--- config.mk ---
export PLATFORM = sky130hd
export DESIGN_NAME = wb_commit_stage
export DESIGN_NICKNAME = d
export VERILOG_FILES = /design/src/rtl/wb_commit_stage_pkg.sv /design/src/rtl/wb_regfile.sv /design/src/rtl/wb_commit_stage.sv
export SDC_FILE = /design/constraint.sdc
export NUM_CORES = 2
export LEC_CHECK = 0
export CORE_MARGIN = 3
export CORE_UTILIZATION = 30
export CTS_CLUSTER_DIAMETER = 80
export DETAILED_ROUTE_END_ITERATION = 8
export PLACE_DENSITY = 0.46
export SYNTH_ARGS = -nofsm -noshare
export SYNTH_HDL_FRONTEND = slang
export SYNTH_SLANG_ARGS = --single-unit
--- constraint.sdc ---
create_clock -name clk -period 6.35 [get_ports clk]
set_clock_uncertainty 0.1 [all_clocks]
set_input_delay 1.905 -clock clk [delete_from_list [all_inputs] [get_ports clk]]
set_output_delay 1.905 -clock clk [all_outputs]
set_load 0.02 [all_outputs]
--- src/rtl/wb_commit_stage_pkg.sv ---
// Shared types for the writeback commit stage: datapath widths, branch control codes,
// register index width and the branch-resolution helper.
package wb_commit_stage_pkg;

    localparam int DATA_W       = 32;
    localparam int INSTR_ADDR_W = 32;
    localparam int NREGS_DEF    = 32;
    localparam int REG_IDX_W    = 5;
    localparam int CTR_BRANCH_W = 2;

    localparam logic [CTR_BRANCH_W-1:0] BR_NONE = 2'b00;
    localparam logic [CTR_BRANCH_W-1:0] BR_EQ   = 2'b01;
    localparam logic [CTR_BRANCH_W-1:0] BR_NE   = 2'b10;
    localparam logic [CTR_BRANCH_W-1:0] BR_JMP  = 2'b11;

    function automatic logic branch_taken(input logic [CTR_BRANCH_W-1:0] ctr,
                                          input logic                    zero);
        logic taken;
        taken = 1'b0;
        case (ctr)
            BR_EQ:   taken = zero;
            BR_NE:   taken = ~zero;
            BR_JMP:  taken = 1'b1;
            default: taken = 1'b0;
        endcase
        return taken;
    endfunction

endpackage

--- src/rtl/wb_regfile.sv ---
// Integer register file: two combinational read ports, one write port, x0 hardwired to zero,
// and a write-before-read bypass so decode sees the value being committed this cycle.
module wb_regfile
    import wb_commit_stage_pkg::*;
#(
    parameter int XLEN  = DATA_W,
    parameter int NREGS = NREGS_DEF,
    parameter int IDX_W = $clog2(NREGS)
) (
    input  logic             clk,
    input  logic             rst_n,
    input  logic             i_we,
    input  logic [IDX_W-1:0] i_waddr,
    input  logic [XLEN-1:0]  i_wdata,
    input  logic [IDX_W-1:0] i_raddr1,
    input  logic [IDX_W-1:0] i_raddr2,
    output logic [XLEN-1:0]  o_rdata1,
    output logic [XLEN-1:0]  o_rdata2
);

    logic [XLEN-1:0] r_regs [NREGS];
    logic            w_wr_valid;

    assign w_wr_valid = i_we && (i_waddr != '0);

    always_ff @(posedge clk or negedge rst_n) begin
        if (!rst_n) begin
            for (int i = 0; i < NREGS; i++) begin
                r_regs[i] <= '0;
            end
        end else if (w_wr_valid) begin
            r_regs[i_waddr] <= i_wdata;
        end
    end

    // Index 0 wins over the bypass so a write aimed at x0 is never visible.
    always_comb begin
        o_rdata1 = r_regs[i_raddr1];
        if (i_raddr1 == '0)
            o_rdata1 = '0;
        else if (i_we && i_waddr == i_raddr1)
            o_rdata1 = i_wdata;
    end

    always_comb begin
        o_rdata2 = r_regs[i_raddr2];
        if (i_raddr2 == '0)
            o_rdata2 = '0;
        else if (i_we && i_waddr == i_raddr2)
            o_rdata2 = i_wdata;
    end

endmodule

--- src/rtl/wb_commit_stage.sv ---
// Writeback commit: selects write data, updates the register file and issues a registered
// one-cycle fetch redirect for taken branches. Define WB_RETIRE_COUNTER_EN to add retire counters.
module wb_commit_stage
    import wb_commit_stage_pkg::*;
#(
    parameter int XLEN  = DATA_W,
    parameter int NREGS = NREGS_DEF
) (
    input  logic                      clk,
    input  logic                      rst,
    input  logic [XLEN-1:0]           pc_wb_i,
    input  logic                      registerWriteEnable_i,
    input  logic                      regSelect_i,
    input  logic [$clog2(NREGS)-1:0]  rd_i,
    input  logic [CTR_BRANCH_W-1:0]   branchCtr_i,
    input  logic [XLEN-1:0]           aluSrc_i,
    input  logic [XLEN-1:0]           rdData_i,
    input  logic [XLEN-1:0]           offset_i,
    input  logic                      zero_i,
    input  logic [$clog2(NREGS)-1:0]  rs1_i,
    input  logic [$clog2(NREGS)-1:0]  rs2_i,
    output logic [XLEN-1:0]           rs1Data_o,
    output logic [XLEN-1:0]           rs2Data_o,
    output logic                      redirect_o,
    output logic [XLEN-1:0]           redirectPc_o
`ifdef WB_RETIRE_COUNTER_EN
    ,
    output logic [63:0]               retireCount_o,
    output logic [31:0]               takenCount_o
`endif
);

    logic [XLEN-1:0] w_wdata;
    logic            w_taken;
    logic            r_redirect;
    logic [XLEN-1:0] r_redirect_pc;

    assign w_wdata = regSelect_i ? rdData_i : aluSrc_i;
    assign w_taken = branch_taken(branchCtr_i, zero_i);

    wb_regfile #(
        .XLEN  (XLEN),
        .NREGS (NREGS)
    ) u_regfile (
        .clk      (clk),
        .rst_n    (rst),
        .i_we     (registerWriteEnable_i),
        .i_waddr  (rd_i),
        .i_wdata  (w_wdata),
        .i_raddr1 (rs1_i),
        .i_raddr2 (rs2_i),
        .o_rdata1 (rs1Data_o),
        .o_rdata2 (rs2Data_o)
    );

    // The target only moves on a taken bundle, so it holds while the pulse is low.
    always_ff @(posedge clk or negedge rst) begin
        if (!rst) begin
            r_redirect    <= 1'b0;
            r_redirect_pc <= '0;
        end else begin
            r_redirect <= w_taken;
            if (w_taken)
                r_redirect_pc <= pc_wb_i + offset_i;
        end
    end

    assign redirect_o   = r_redirect;
    assign redirectPc_o = r_redirect_pc;

`ifdef WB_RETIRE_COUNTER_EN
    logic [63:0] r_retire_cnt;
    logic [31:0] r_taken_cnt;
    logic        w_retire;

    // Writes to x0 still retire an instruction, so rd is not consulted here.
    assign w_retire = registerWriteEnable_i || (branchCtr_i != BR_NONE);

    always_ff @(posedge clk or negedge rst) begin
        if (!rst) begin
            r_retire_cnt <= '0;
            r_taken_cnt  <= '0;
        end else begin
            if (w_retire)
                r_retire_cnt <= r_retire_cnt + 64'd1;
            if (w_taken)
                r_taken_cnt <= r_taken_cnt + 32'd1;
        end
    end

    assign retireCount_o = r_retire_cnt;
    assign takenCount_o  = r_taken_cnt;
`endif

endmodule

; Yosys cells after proc, flatten, opt, wreduce, memory -nomap -nowiden
; Cells that the tools add are included.
[classes]
addsub = 1
magnitude_cmp = 4
n_eq_ne = 5
n_mux = 15
bitwise = 4
n_reduce_logical = 7
[op_table]
columns = operator, count
row1 = 1024-bit bitwise mux, 1
row2 = 32-bit binary-select mux with 5-bit select, 2
row3 = 32-bit 2-to-1 mux, 10
row4 = 32-bit demux with 5-bit select, 1
row5 = 32-bit adder, 1
row6 = "6-bit greater-or-equal comparator, second input constant", 3
row7 = 5-bit NOT with 6-bit output, 3
row8 = 5-bit == test, 2
row9 = 5-bit logical NOT, 2
row10 = "6-bit by 1-bit less-than comparator with 1-bit output, second input constant", 1
row11 = 5-bit nonzero test, 1
row12 = "2-bit == test, second input constant", 2
row13 = 1-bit logical AND, 4
row14 = 1-bit one-hot mux with 3 select lines, 1
row15 = "2-bit by 1-bit == test with 1-bit output, second input constant", 1
row16 = 1-bit NOT, 1
[totals]
regBits = 1057
inputBits = 150
out_inout_bits = 97
wordCells = 70

; Depth between registers and ports, before layout
[logic_depth]
word_depth = 6
depth_mapped = 11
mapped_depth_nobuf = 9

; By module
; A second synthesis with hierarchy kept.
[hier_totals]
cells_unflattened = 4267
hier_area_um2 = 58886.5
[modules_own_cells]
columns = module, instances, cells_each, area_each_um2, seq_area_each_um2
row1 = wb_regfile, 1, 3868, 55560.8, 25624.6
row2 = wb_commit_stage, 1, 399, 3325.7, 825.8

; Worst setup path after synthesis
; Ideal clock, no wire load.
[synth_path]
path_type = input to output
from = in rs1_i[0]
to = out rs1Data_o[12]
arrival_time_ns = 3.980
t_required_ns = 4.345
slack_ns = 0.365
cell_stages = 11
path_buffers = 7
cell_sequence = buf_4 > buf_6 > buf_6 > buf_6 > buf_4 > xnor2_1 > and3_1 > buf_2 > buf_2 > a211oi_1 > a211oi_1
[synth_between]
elab_chain_len = 6
elab_cells_between_ends = 9
classes_between = 1 x eq/ne / 5 x mux / 1 x bitwise / 2 x reduce/logical
[synth_lines]
columns = item, line
row1 = start: declaration, wb_commit_stage.sv:20  ; input logic [$clog2(NREGS)-1:0] rs1_i,
row2 = 5-bit NOT with 6-bit output (implied by the code), wb_regfile.sv:38  ; o_rdata1 = r_regs[i_raddr1];
row3 = 32-bit binary-select mux with 5-bit select, wb_regfile.sv:38
row4 = 32-bit 2-to-1 mux (implied by the code) (2 in a row), wb_regfile.sv:38
row5 = 32-bit 2-to-1 mux, wb_regfile.sv:41  ; else if (i_we && i_waddr == i_raddr1)
row6 = 32-bit 2-to-1 mux *, wb_regfile.sv:39  ; if (i_raddr1 == '0)
row7 = end: declaration, wb_commit_stage.sv:22  ; output logic [XLEN-1:0] rs1Data_o,
; Mark *: on every way between the ends. The rest lies on a longest branch, timed or not. The select of a mux whose other input is x is not followed.

; Final worst setup path
[layout_path]
from = in rd_i[3]
to = out rs1Data_o[24]
[layout_between]
elab_chain_len = 4
[layout_lines]
columns = item, line
row1 = start: declaration, wb_commit_stage.sv:14  ; input logic [$clog2(NREGS)-1:0] rd_i,
row2 = 5-bit == test, wb_regfile.sv:41
row3 = 1-bit logical AND, wb_regfile.sv:41
row4 = 32-bit 2-to-1 mux, wb_regfile.sv:41
row5 = 32-bit 2-to-1 mux, wb_regfile.sv:39
; Every way passes these cells.

==> flow_metrics.tcl <==
set metrics [dict create \
    netlist.area_leader.share_pct 46.7 \
    vias_per_cell 5.39 \
    synth-edff-count 0 \
    initial_core_util_pct 30.4 \
    antenna_found_initial 1 \
    final_max_slew_viol_count 0 \
    overflow 0 \
    crit_type "in -> out" \
    finalPower_mw 22.3 \
    cts_num_sinks 1057 \
    drc 0 \
    tns_ns -0.0462 \
    nets 5566 \
    hold_viol 0 \
    yosysWarnings 0 \
    relSlewSlack_pct 22.3 \
    cts.root.buffer_cell "clkbuf_16" \
    fillers 18068 \
    wl_per_cell_microns 26.8 \
    ir_worst_vdd_uv 231 \
    synth_area_sq_um 56600 \
    dp.cells 7685 \
    violations "negative setup slack" \
    power_leakage_nw 29.0 \
    r2r_slack_ns 5.35 \
    ys_async_sr_fraction_pct 100 \
    ys_types 58 \
    arrival_ns 4.37 \
    post-route-util_pct 37.6 \
    dieArea_sq_um 194000 \
    drt-pass1-iter-count 5 \
    rsz0062_at_grt "true" \
    start_kind "primary input" \
    layout-drive-gt1-share_pct 26.0 \
    r2r_end "redirectPc_o[27]" \
    first_iter_violations 3293 \
    synth_top_area_cell "dfrtp_1" \
    endpoint_kind "primary output" \
    area_delta_synth_final_pct 23.7 \
    die_w_microns 440 \
    finalHoldWorstSlack_ns 0.292 \
    ios 247 \
    finalWorstSetupSlack_ns -0.0292 \
    rr_startpoint "redirectPc_o[27]" \
    status "finished with violations" \
    ys.flop_type "dfrtp_1" \
    setup-violations-final 2 \
    grt_first_pass_wirelength_microns 313000 \
    grt_max_degree 125 \
    syn_area_per_cell_sq_um 11.1 \
    r2r_cells 2 \
    worstMarginPinSlew_ns 1.16 \
    hold_path_depth 0 \
    multi_input_area_sq_um 28900 \
    netlist_top_cells_area "dfrtp_1 47%, mux4_2 21%, a21oi_1 6.5%" \
    holdCritStartpoint "u_regfile.r_regs[999]" \
    cts_made_buffers 120 \
    regArea_sq_um 26500 \
    max-cap-violations 0 \
    period_share_pct 100 \
    cts_tree "built" \
    htreeDepth 3 \
    syn_inst 5092 \
    instances_no_fill 7958 \
    postRouteAntennaNets 0 \
    design_area_sq_um 70000 \
    wl_microns 213000 \
    dp_hpwl_microns 132000 \
    core_sq_um 186000 \
    gr-usage-all-layers_pct 21.9 \
    port_buffers 246 \
    placed_area_sq_um 64500 \
    clk_pin_slew_ns 0.06 \
    timing.fmax_mhz 157 \
    grt_pass1_vias 43398 \
    gp_congestion 0.821 \
    ys_seq_area_share_pct 46.7 \
    dp_slack_ns -0.827 \
    die_h_microns 440 \
    min_period_ns 6.38 \
    cts.path.max_buffers 3 \
    hold_class "reg -> reg" \
    cp_max_fo 10 \
    required_ns 4.35 \
    p_per_area_nw_per_um2 318 \
    ys_ff_latch 1057 \
    num_vias 42880 \
    core.rowCount 158 \
    insertion_delay_ns 0.74 \
    whs_endpoint "u_regfile.r_regs[999]" \
    synthesis.nets 5274 \
]
layout by cell type (no fill, tap or decap), types with 17 or more instances in the layout:
master / netlist / routed
buf_16: 0 / 21
o21ai_0: 424 / 419
buf_12: 3 / 93
xor2_1: 21 / 21
buf_4: 21 / 347
mux4_2: 530 / 530
ha_1: 31 / 31
a211oi_2: 0 / 31
mux4_1: 18 / 18
clkdlybuf4s50_1: 0 / 169
nor2b_1: 79 / 73
dfrtp_1: 1057 / 1057
a211oi_4: 0 / 17
a211oi_1: 118 / 70
mux2i_1: 145 / 109
a21oi_1: 740 / 726
nor2_1: 702 / 686
clkbuf_1: 413 / 31
clkbuf_8: 0 / 25
nand2_1: 444 / 433
clkbuf_2: 0 / 19
a221oi_1: 31 / 24
mux2i_4: 0 / 21
buf_6: 26 / 27
nand2b_1: 17 / 17
clkbuf_16: 0 / 127
cell type report:
class | count | area share [%]
inverters | 8 | 0.0429
repair buffers | 714 | 10.8
multi-input cells | 3483 | 41.2
well taps | 2480 | 4.43
flip-flops and latches | 1057 | 37.8
diodes | 1 | 0.00357
clock inverters | 37 | 0.754
clock buffers | 178 | 5.02
cells in the mapped netlist, types with 4 or more instances:
library cell,n
o21a_1,4
o21ai_0,424
nand2b_1,17
buf_2,61
nand2_1,444
a21o_1,16
inv_1,7
a221oi_1,31
clkbuf_1,413
nor3_1,20
and3_1,5
a21oi_1,740
nor2b_1,79
buf_4,21
o21bai_1,5
xnor2_1,14
o211ai_1,5
mux2i_1,145
ha_1,31
xor2_1,21
mux4_1,18
nand4_1,9
nor4_1,4
buf_1,20
a211oi_1,118
a221o_1,11
nor2_1,702
a31oi_1,14
nor3b_1,4
mux4_2,530
nand3_1,18
dfrtp_1,1057
buf_6,26
mux2_2,18
flip-flops by register name, indices dropped and copies added, names as in the netlist:
register / cells
redirectPc_o: 32
redirect_o: 1
u_regfile.r_regs: 1024
repair_timing:
action	CTS	global route
gates resized for setup	261	112
pin swaps	21	17
setup buffers	29	19
cloned	8	5
hold endpoints to repair	0	0
endpoints found under the setup margin	63	55
hold buffers	0	0
critical path: stages:
cell             delay (ns)
clkdlybuf4s50_1        0.44
buf_4                  0.20
xor2_1                 0.17
nor4_1                 0.28
and3_4                 0.30
buf_16                 0.17
buf_4                  0.14
a211oi_4               0.05
a211oi_2               0.45
buf_4                  0.23
routing by layer:
metal | wire length [microns] | GRT usage, % | vias to the layer above | share of wire, %
li1 | - | - | 19189 | -
met1 | 88300 | 28.2 | 22204 | 41
met2 | 108000 | 37.7 | 1168 | 51
met3 | 9040 | 2.32 | 319 | 4.2
met4 | 8110 | 8.36 | 0 | 3.8
met5 | 0 | 0 | - | 0
where the power goes:
| group | switching [mW] | internal (mW) | total [mW] |
|---|---|---|---|
| logic | 2.68 | 2.98 | 5.66 |
| registers | 1.13 | 8.21 | 9.34 |
| clock network | 2.98 | 4.29 | 7.26 |
cell families after synthesis:
family | Yosys count | share of synthesized area, %
mux | 711 | 24.8
xor+xnor | 35 | 0.541
compound gates | 1384 | 13.3
fa+ha+maj | 32 | 0.720
flops | 1057 | 46.7
simple gates | 1321 | 9.52
buf+inv | 552 | 4.36
how the worst max path moves through the flow:
stage / start / to / slack (ns)
2_1_floorplan: rs1_i[0] / rs1Data_o[12] / 0.36
3_3_place_gp: rd_i[4] / rs2Data_o[0] / -0.93
3_5_place_dp: rd_i[1] / rs2Data_o[0] / -0.83
4_1_cts: rd_i[1] / rs1Data_o[15] / -0.10
5_1_grt: rs1_i[0] / rs1Data_o[24] / -0.08
6_report: rd_i[3] / rs1Data_o[24] / -0.03
Power figures use the tool's default switching activity.
